===== config.mk =====
export PLATFORM = sky130hd
export DESIGN_NAME = slifo_arbiter
export DESIGN_NICKNAME = d
export VERILOG_FILES = /design/src/rtl/slifo_arb_pkg.sv /design/src/rtl/slifo_arbiter_rr_arbiter.sv /design/src/rtl/slifo_arbiter.sv
export SDC_FILE = /design/constraint.sdc
export NUM_CORES = 1
export LEC_CHECK = 0
export CAP_MARGIN = 5
export CELL_PAD_IN_SITES_DETAIL_PLACEMENT = 1
export CELL_PAD_IN_SITES_GLOBAL_PLACEMENT = 1
export CORE_MARGIN = 5
export CORE_UTILIZATION = 33
export DETAILED_ROUTE_END_ITERATION = 7
export MAX_ROUTING_LAYER = met4
export PLACE_DENSITY = 0.94
export SYNTH_ARGS = -nofsm -noshare
export SYNTH_HDL_FRONTEND = slang
export SYNTH_SLANG_ARGS = --single-unit

===== constraint.sdc =====
create_clock -name clk -period 11.7 [get_ports clk]
set_input_delay 1.755 -clock clk [delete_from_list [all_inputs] [get_ports clk]]
set_output_delay 1.755 -clock clk [all_outputs]
set_load 0.02 [all_outputs]

===== src/rtl/slifo_arb_pkg.sv =====
// Shared types and constants for the LIFO requester arbiter.
package slifo_arb_pkg;

  // Controller modes: normal arbitration, or draining the LIFO.
  typedef enum logic [0:0] {
    ST_RUN   = 1'b0,
    ST_FLUSH = 1'b1
  } state_t;

  // Meaning of a requester's op bit.
  localparam logic OP_PUSH = 1'b1;
  localparam logic OP_POP  = 1'b0;

  // Width of the requester id carried down the read pipeline.
  // Sized generously so the struct does not depend on NUM_REQ.
  localparam int PIPE_ID_W = 8;

  // One slot of the read-return pipeline.
  //   valid : a lifo_rd was issued in the cycle this slot was loaded
  //   flush : the read belonged to a flush and must not produce rvalid
  //   id    : requester that owns the returning data
  typedef struct packed {
    logic                 valid;
    logic                 flush;
    logic [PIPE_ID_W-1:0] id;
  } pipe_entry_t;

  // Build a pipeline slot from its fields.
  function automatic pipe_entry_t make_entry(input logic                 valid,
                                             input logic                 flush,
                                             input logic [PIPE_ID_W-1:0] id);
    pipe_entry_t e;
    e.valid = valid;
    e.flush = flush;
    e.id    = id;
    return e;
  endfunction

endpackage


===== src/rtl/slifo_arbiter_rr_arbiter.sv =====
// Combinational round-robin picker: the first eligible requester at or
// after ptr wins. The eligible vector is doubled so the wrap-around
// search is a plain linear scan starting at ptr.
module rr_arbiter #(
  parameter int NUM_REQ = 4,
  parameter int IDX_W   = (NUM_REQ > 1) ? $clog2(NUM_REQ) : 1
) (
  input  logic [NUM_REQ-1:0] eligible,
  input  logic [IDX_W-1:0]   ptr,
  output logic [NUM_REQ-1:0] gnt
);

  localparam int SW = $clog2(2 * NUM_REQ);

  logic [2*NUM_REQ-1:0] dbl;
  logic [2*NUM_REQ-1:0] hit;
  logic [SW-1:0]        pos;
  logic                 found;

  // Scan NUM_REQ positions from ptr in the doubled vector, then fold the
  // single hit back onto the original requester index.
  always_comb begin
    dbl   = {eligible, eligible};
    hit   = '0;
    pos   = '0;
    found = 1'b0;
    for (int k = 0; k < NUM_REQ; k++) begin
      pos = SW'(ptr) + SW'(k);
      if (!found && dbl[pos]) begin
        hit[pos] = 1'b1;
        found    = 1'b1;
      end
    end
    gnt = hit[NUM_REQ-1:0] | hit[2*NUM_REQ-1:NUM_REQ];
  end

endmodule


===== src/rtl/slifo_arbiter.sv =====
// Shares one synchronous LIFO between NUM_REQ requesters. One operation
// per cycle is granted round-robin; an internal occupancy count keeps the
// LIFO from over- or underflowing; pop data is routed back to its owner
// RD_LATENCY cycles after the grant; flush_req drains the LIFO.
//
// Handshake: req[i] is a level held until gnt[i]. gnt[i] is a one-cycle
// pulse, combinational in the cycle the operation is issued to the LIFO;
// the operation takes effect at the closing clock edge, after which the
// requester drops or changes req[i]. rvalid[i] is a one-cycle pulse with
// rdata valid in the same cycle; there is no backpressure on returns.
module slifo_arbiter
  import slifo_arb_pkg::*;
#(
  parameter int NUM_REQ       = 4,
  parameter int DATA_WIDTH    = 8,
  parameter int DEPTH         = 8,
  parameter int POINTER_WIDTH = 3,
  parameter int RD_LATENCY    = 1
) (
  input  logic                          clk,
  input  logic                          rst,
  input  logic [NUM_REQ-1:0]            req,
  input  logic [NUM_REQ-1:0]            op,
  input  logic [NUM_REQ*DATA_WIDTH-1:0] wdata,
  output logic [NUM_REQ-1:0]            gnt,
  output logic [NUM_REQ-1:0]            rvalid,
  output logic [DATA_WIDTH-1:0]         rdata,
  input  logic                          flush_req,
  output logic                          flush_busy,
  output logic [POINTER_WIDTH:0]        level,
  output logic                          lifo_wr,
  output logic                          lifo_rd,
  output logic [DATA_WIDTH-1:0]         lifo_din,
  input  logic [DATA_WIDTH-1:0]         lifo_dout,
  output state_t                        dbg_state
);

  localparam int IDX_W = (NUM_REQ > 1) ? $clog2(NUM_REQ) : 1;
  localparam logic [POINTER_WIDTH:0] LEVEL_FULL = (POINTER_WIDTH + 1)'(DEPTH);

  state_t                  state_q;
  logic [POINTER_WIDTH:0]  level_q;
  logic [IDX_W-1:0]        ptr_q;
  pipe_entry_t             pipe_q [RD_LATENCY];
  pipe_entry_t             new_entry;
  pipe_entry_t             tail;

  logic [NUM_REQ-1:0]      elig;
  logic [NUM_REQ-1:0]      arb_gnt;
  logic [IDX_W-1:0]        win_idx;
  logic [DATA_WIDTH-1:0]   wdata_arr [NUM_REQ];
  logic                    grant_any;
  logic                    grant_push;
  logic                    grant_pop;
  logic                    flush_rd;
  logic                    user_pop_pending;

  // Split the flat push-data bus into one word per requester.
  always_comb begin
    for (int i = 0; i < NUM_REQ; i++) begin
      wdata_arr[i] = wdata[i*DATA_WIDTH +: DATA_WIDTH];
    end
  end

  // A request is eligible only in RUN and only if the LIFO can honour it;
  // ineligible requesters drop out of the search instead of blocking it.
  always_comb begin
    elig = '0;
    for (int i = 0; i < NUM_REQ; i++) begin
      if (state_q == ST_RUN && req[i]) begin
        if (op[i] == OP_PUSH) elig[i] = (level_q < LEVEL_FULL);
        else                  elig[i] = (level_q != '0);
      end
    end
  end

  rr_arbiter #(
    .NUM_REQ (NUM_REQ),
    .IDX_W   (IDX_W)
  ) u_rr (
    .eligible (elig),
    .ptr      (ptr_q),
    .gnt      (arb_gnt)
  );

  // Encode the one-hot winner into an index.
  always_comb begin
    win_idx = '0;
    for (int i = 0; i < NUM_REQ; i++) begin
      if (arb_gnt[i]) win_idx = IDX_W'(i);
    end
  end

  // Decode the winning operation into LIFO strobes. Grants are held off
  // while rst is high so no strobe leaks out during an async reset.
  always_comb begin
    grant_any  = !rst && (arb_gnt != '0);
    grant_push = grant_any && (op[win_idx] == OP_PUSH);
    grant_pop  = grant_any && (op[win_idx] == OP_POP);
    flush_rd   = (state_q == ST_FLUSH) && (level_q != '0);
    gnt        = grant_any ? arb_gnt : '0;
    lifo_wr    = grant_push;
    lifo_rd    = grant_pop || flush_rd;
    lifo_din   = grant_push ? wdata_arr[win_idx] : '0;
  end

  // Slot describing this cycle's read, entering the return pipeline.
  always_comb begin
    new_entry = make_entry(lifo_rd, flush_rd,
                           grant_pop ? PIPE_ID_W'(win_idx) : '0);
  end

  // A non-flush pop still in flight keeps FLUSH from exiting, so its data
  // is delivered before requesters can touch the LIFO again.
  always_comb begin
    user_pop_pending = 1'b0;
    for (int s = 0; s < RD_LATENCY; s++) begin
      if (pipe_q[s].valid && !pipe_q[s].flush) user_pop_pending = 1'b1;
    end
  end

  // Return path: the oldest slot pairs with lifo_dout this cycle.
  always_comb begin
    tail   = pipe_q[RD_LATENCY-1];
    rvalid = '0;
    for (int i = 0; i < NUM_REQ; i++) begin
      rvalid[i] = tail.valid && !tail.flush && (tail.id == PIPE_ID_W'(i));
    end
    rdata = (rvalid != '0) ? lifo_dout : '0;
  end

  // Mode FSM: RUN arbitrates; FLUSH drains until empty and no owned pop
  // is in flight. flush_busy is registered alongside the state.
  always_ff @(posedge clk or posedge rst) begin
    if (rst) begin
      state_q    <= ST_RUN;
      flush_busy <= 1'b0;
    end else begin
      case (state_q)
        ST_RUN: begin
          if (flush_req) begin
            state_q    <= ST_FLUSH;
            flush_busy <= 1'b1;
          end
        end
        ST_FLUSH: begin
          if (level_q == '0 && !user_pop_pending) begin
            state_q    <= ST_RUN;
            flush_busy <= 1'b0;
          end
        end
        default: begin
          state_q    <= ST_RUN;
          flush_busy <= 1'b0;
        end
      endcase
    end
  end

  // Occupancy tracks every strobe sent to the LIFO; wr and rd never
  // coincide, so only one direction applies per cycle.
  always_ff @(posedge clk or posedge rst) begin
    if (rst) begin
      level_q <= '0;
    end else if (lifo_wr) begin
      level_q <= level_q + 1'b1;
    end else if (lifo_rd) begin
      level_q <= level_q - 1'b1;
    end
  end

  // Round-robin pointer moves just past the last winner.
  always_ff @(posedge clk or posedge rst) begin
    if (rst) begin
      ptr_q <= '0;
    end else if (grant_any) begin
      ptr_q <= (win_idx == IDX_W'(NUM_REQ - 1)) ? '0 : win_idx + 1'b1;
    end
  end

  // Read-return shift pipeline, RD_LATENCY slots deep.
  always_ff @(posedge clk or posedge rst) begin
    if (rst) begin
      for (int s = 0; s < RD_LATENCY; s++) pipe_q[s] <= '0;
    end else begin
      pipe_q[0] <= new_entry;
      for (int s = 1; s < RD_LATENCY; s++) pipe_q[s] <= pipe_q[s-1];
    end
  end

  assign level     = level_q;
  assign dbg_state = state_q;

endmodule


==> summary.md <==
| Metric | Value |
|---|---|
| Status | complete, no violations |
| Site row count | 27 |
| Fin cells | 364 |
| GRT Overall Usage | 0.173 |
| Nets | approximately 360 |
| CTS tree | built |
| Critical R2R Capture | level[3] |
| PD cells | between 200 and 250 mW/mm² |
| Synth cell types | 60 |
| CP dominant cell by count | clkdlybuf4s50_1 |
| # placed instances | 360 |
| Setup_tns | 0 ns |
| Rel. slew slack | 0.365 |
| Commonest cells after routing, fill and taps aside | clkdlybuf4s50_1 (82), nor2_1 (23), and2_1 (13) |
| Final WL | 6230 µm |
| Max Freq | between 0.1 and 0.15 GHz |
| Worst R2R Start | ptr_q[0] |
| Hold depth | 2 |
| Initial detailed-routing violation count | 144 |
| Final Hold Viols | 0 |
| Die Wd | roughly 85 µm |
| Gp weighted congestion | 0.906 |
| Seq/Total Area, Yosys | 0.163 |
| Initial antenna violation count | 0 |
| Die height | ~85 µm |
| Number of flops mapped to enable cells by yosys | 0 |
| Post-route ant nets | 0 |
| Post-CTS Resized | 0 |
| Clk_skew | 0.00519 ns |
| Critical path peak fanout | 20 |
| Slew Limit Fails | 0 |
| Fillers | ~650 |
| Commonest non-fill, non-tap cell in the layout | clkdlybuf4s50_1 |
| First-pass GRT wire length | between 10,000 and 15,000 µm |
| Wire length per cell | approximately 17 µm |
| Crit path capture | lifo_din[0] |
| Ys async rst share | 1.00 |
| Max Cap Violations | 0 |
| Worst EP arrival | roughly 6 ns |
| DR DRC count | 0 |
| Min Tclk post-route | 7.79 ns |
| Clock Latency Late Sink | between 0.2 and 0.3 ns |
| Worst slew pin tran | between 0.9 and 1 ns |
| Cts bufs inserted | 3 |
| Clock slew at reported path FFs | approximately 0.050 ns |
| Clock Sinks | 12 |
| Pre-CTS WS | 3.96 ns |
| Share of layout cells above drive strength 1 | 0.0856 |
| Post-CTS setup buffers | 0 |
| Peak supply drop | 0.0784 mV |
| Diode count | 0 |
| Number of synthesized register bits | 12 |
| Post-DP HPWL | 5060 µm |
| Via/cell ratio | roughly 5.6 |
| P_leak | 1.06 nW |
| Drt first pass iters | 4 |
| Slowest stage delay, CP | ~0.78 ns |
| Syn Std Cell Area | approximately 0.0018 mm² |
| Pin count of the biggest net entering global routing | 21 |
| Reg2Reg Depth | 16 |
| Slowest cell on crit path | nand4_1 |
| RSZ-0062 raised after global routing | false |
| Syn Nets | between 200 and 300 |
| Final worst slack | 3.91 ns |
| Routed vias | ~2,000 |
| CP Class | in2out |
| Die area | about 0.0072 mm² |
| Ports | 83 |
| Final setup fails | 0 |
| Post-route clock period utilization | 0.666 |
| Number of global-route vias before repair | 2,137 |
| Clk root buf | clkbuf_8 |
| Mapped Avg Cell Area | between 8 and 9 µm² |
| Port Buffers | between 80 and 90 |
| Flop-to-flop setup slack | between 6 and 7 ns |
| Max Buffers Root-to-Sink | 2 |
| Core area | between 0.005 and 0.006 mm² |
| Synth Flop Type | dfrtp_1 |
| Crit path cell chain | clkdlybuf4s50_1 -> and2_1 -> a2111oi_0 -> a2111oi_1 -> o211ai_1 -> nand4_1 -> nor2_1 -> a31oi_2 -> and2_4 -> o211a_1 -> clkdlybuf4s50_1 |
| HP Class | reg2reg |
| Initial cell density of the core | 0.337 |
| Grt total ovfl | 0 |
| Area growth syn-to-layout | 48.1% |
| Worst Setup SP | op[1] |
| Crit start category | primary input |
| Syn. warnings | 0 |
| Mapped Cells | approximately 220 |
| Htree depth | 1 |
| Req. time, crit path | 9.95 ns |
| CTS Hold Bufs | 0 |
| Worst Setup End Kind | primary output |
## report_power, final
part | internal, W | leakage, nW | switching [W]
clock | 0.0000297 | 0.0288 | 0.0000154
sequential | 0.0000592 | 0.140 | 0.0000387
combinational | 0.000183 | 0.892 | 0.000227
total | 0.000272 | 1.06 | 0.000282
## through the flow
step | area [µm²] | utilization | hold slack, ns | total power [W]
global route | 2740 | 0.500 | 0.588 | 0.000602
finish | 2740 | 0.500 | 0.541 | 0.000553
CTS | 2740 | 0.500 | 0.551 | 0.000558
global placement | 2680 | 0.490 | 0.523 | 0.000495
floorplan | 1850 | - | 0.566 | 0.000380
detailed placement | 2680 | 0.490 | 0.538 | 0.000509
## per-layer routing
metal  global-route usage  vias to the layer above  share of wire
li1                     -                      992              -
met1                0.230                      953           0.49
met2                0.281                       93           0.44
met3               0.0214                        7          0.059
met4               0.0417                        0          0.013
met5                    -                        -              0
## Yosys cell counts, drive strengths merged (3+ instances only)
cell type	n	area (µm²)
a2111oi	6	55.1
a211o	4	35.0
a21oi	6	30.0
a22oi	8	60.1
a31oi	3	25.0
and2	14	90.1
buf	7	55.1
clkbuf	6	22.5
dfrtp	12	300
ha	10	125
inv	10	37.5
mux2i	10	100
mux4	4	90.1
nand2	13	51.3
nand2b	3	18.8
nand3	4	20.0
nand4	3	18.8
nor2	23	86.3
nor2b	4	25.0
nor3	4	36.3
o2111ai	6	52.6
o211a	10	100
o211ai	4	30.0
o21ai	14	73.8
or2	3	18.8
## state kept, by name (all words and copies together) (netlist names)
name / cells
level: 4
pipe_q: 4
dbg_state: 1
flush_busy: 1
ptr_q: 2
## area by class of cell
cell class / count / area (µm²) / area share
Multi-Input combinational cell: 184 / 1430 / 0.523
Timing Repair Buffer: 82 / 821 / 0.300
Sequential cell: 12 / 300 / 0.110
Tap cell: 72 / 90.1 / 0.0329
Clock buffer: 4 / 55.1 / 0.0201
Inverter: 10 / 37.5 / 0.0137
## worst max-delay path: cells and delay by family
| family | cells | cell delay, ns |
|---|---|---|
| buffers and inverters | 2 | 0.95 |
| AO/OA/AOI/OAI | 5 | 1.53 |
| AND/OR/NAND/NOR | 4 | 1.79 |
## cell families after synthesis
group | count (synthesis) | share of synthesized area
adder cells (fa/ha/maj) | 11 | 0.0786
XOR/XNOR | 2 | 0.00949
AND/OR/NAND/NOR | 78 | 0.238
flip-flops | 12 | 0.163
buffers and inverters | 23 | 0.0623
AO/OA/AOI/OAI | 77 | 0.334
multiplexers | 16 | 0.115
## worst min path at each step
| stage | from | endpoint |
|---|---|---|
| 2_1_floorplan | pipe_q[8] | dbg_state |
| 3_3_place_gp | flush_busy | flush_busy |
| 3_5_place_dp | flush_busy | flush_busy |
| 4_1_cts | flush_busy | flush_busy |
| 5_1_grt | flush_busy | flush_busy |
| 6_report | flush_busy | flush_busy |
No activity file was read; power rests on OpenSTA's default activity.
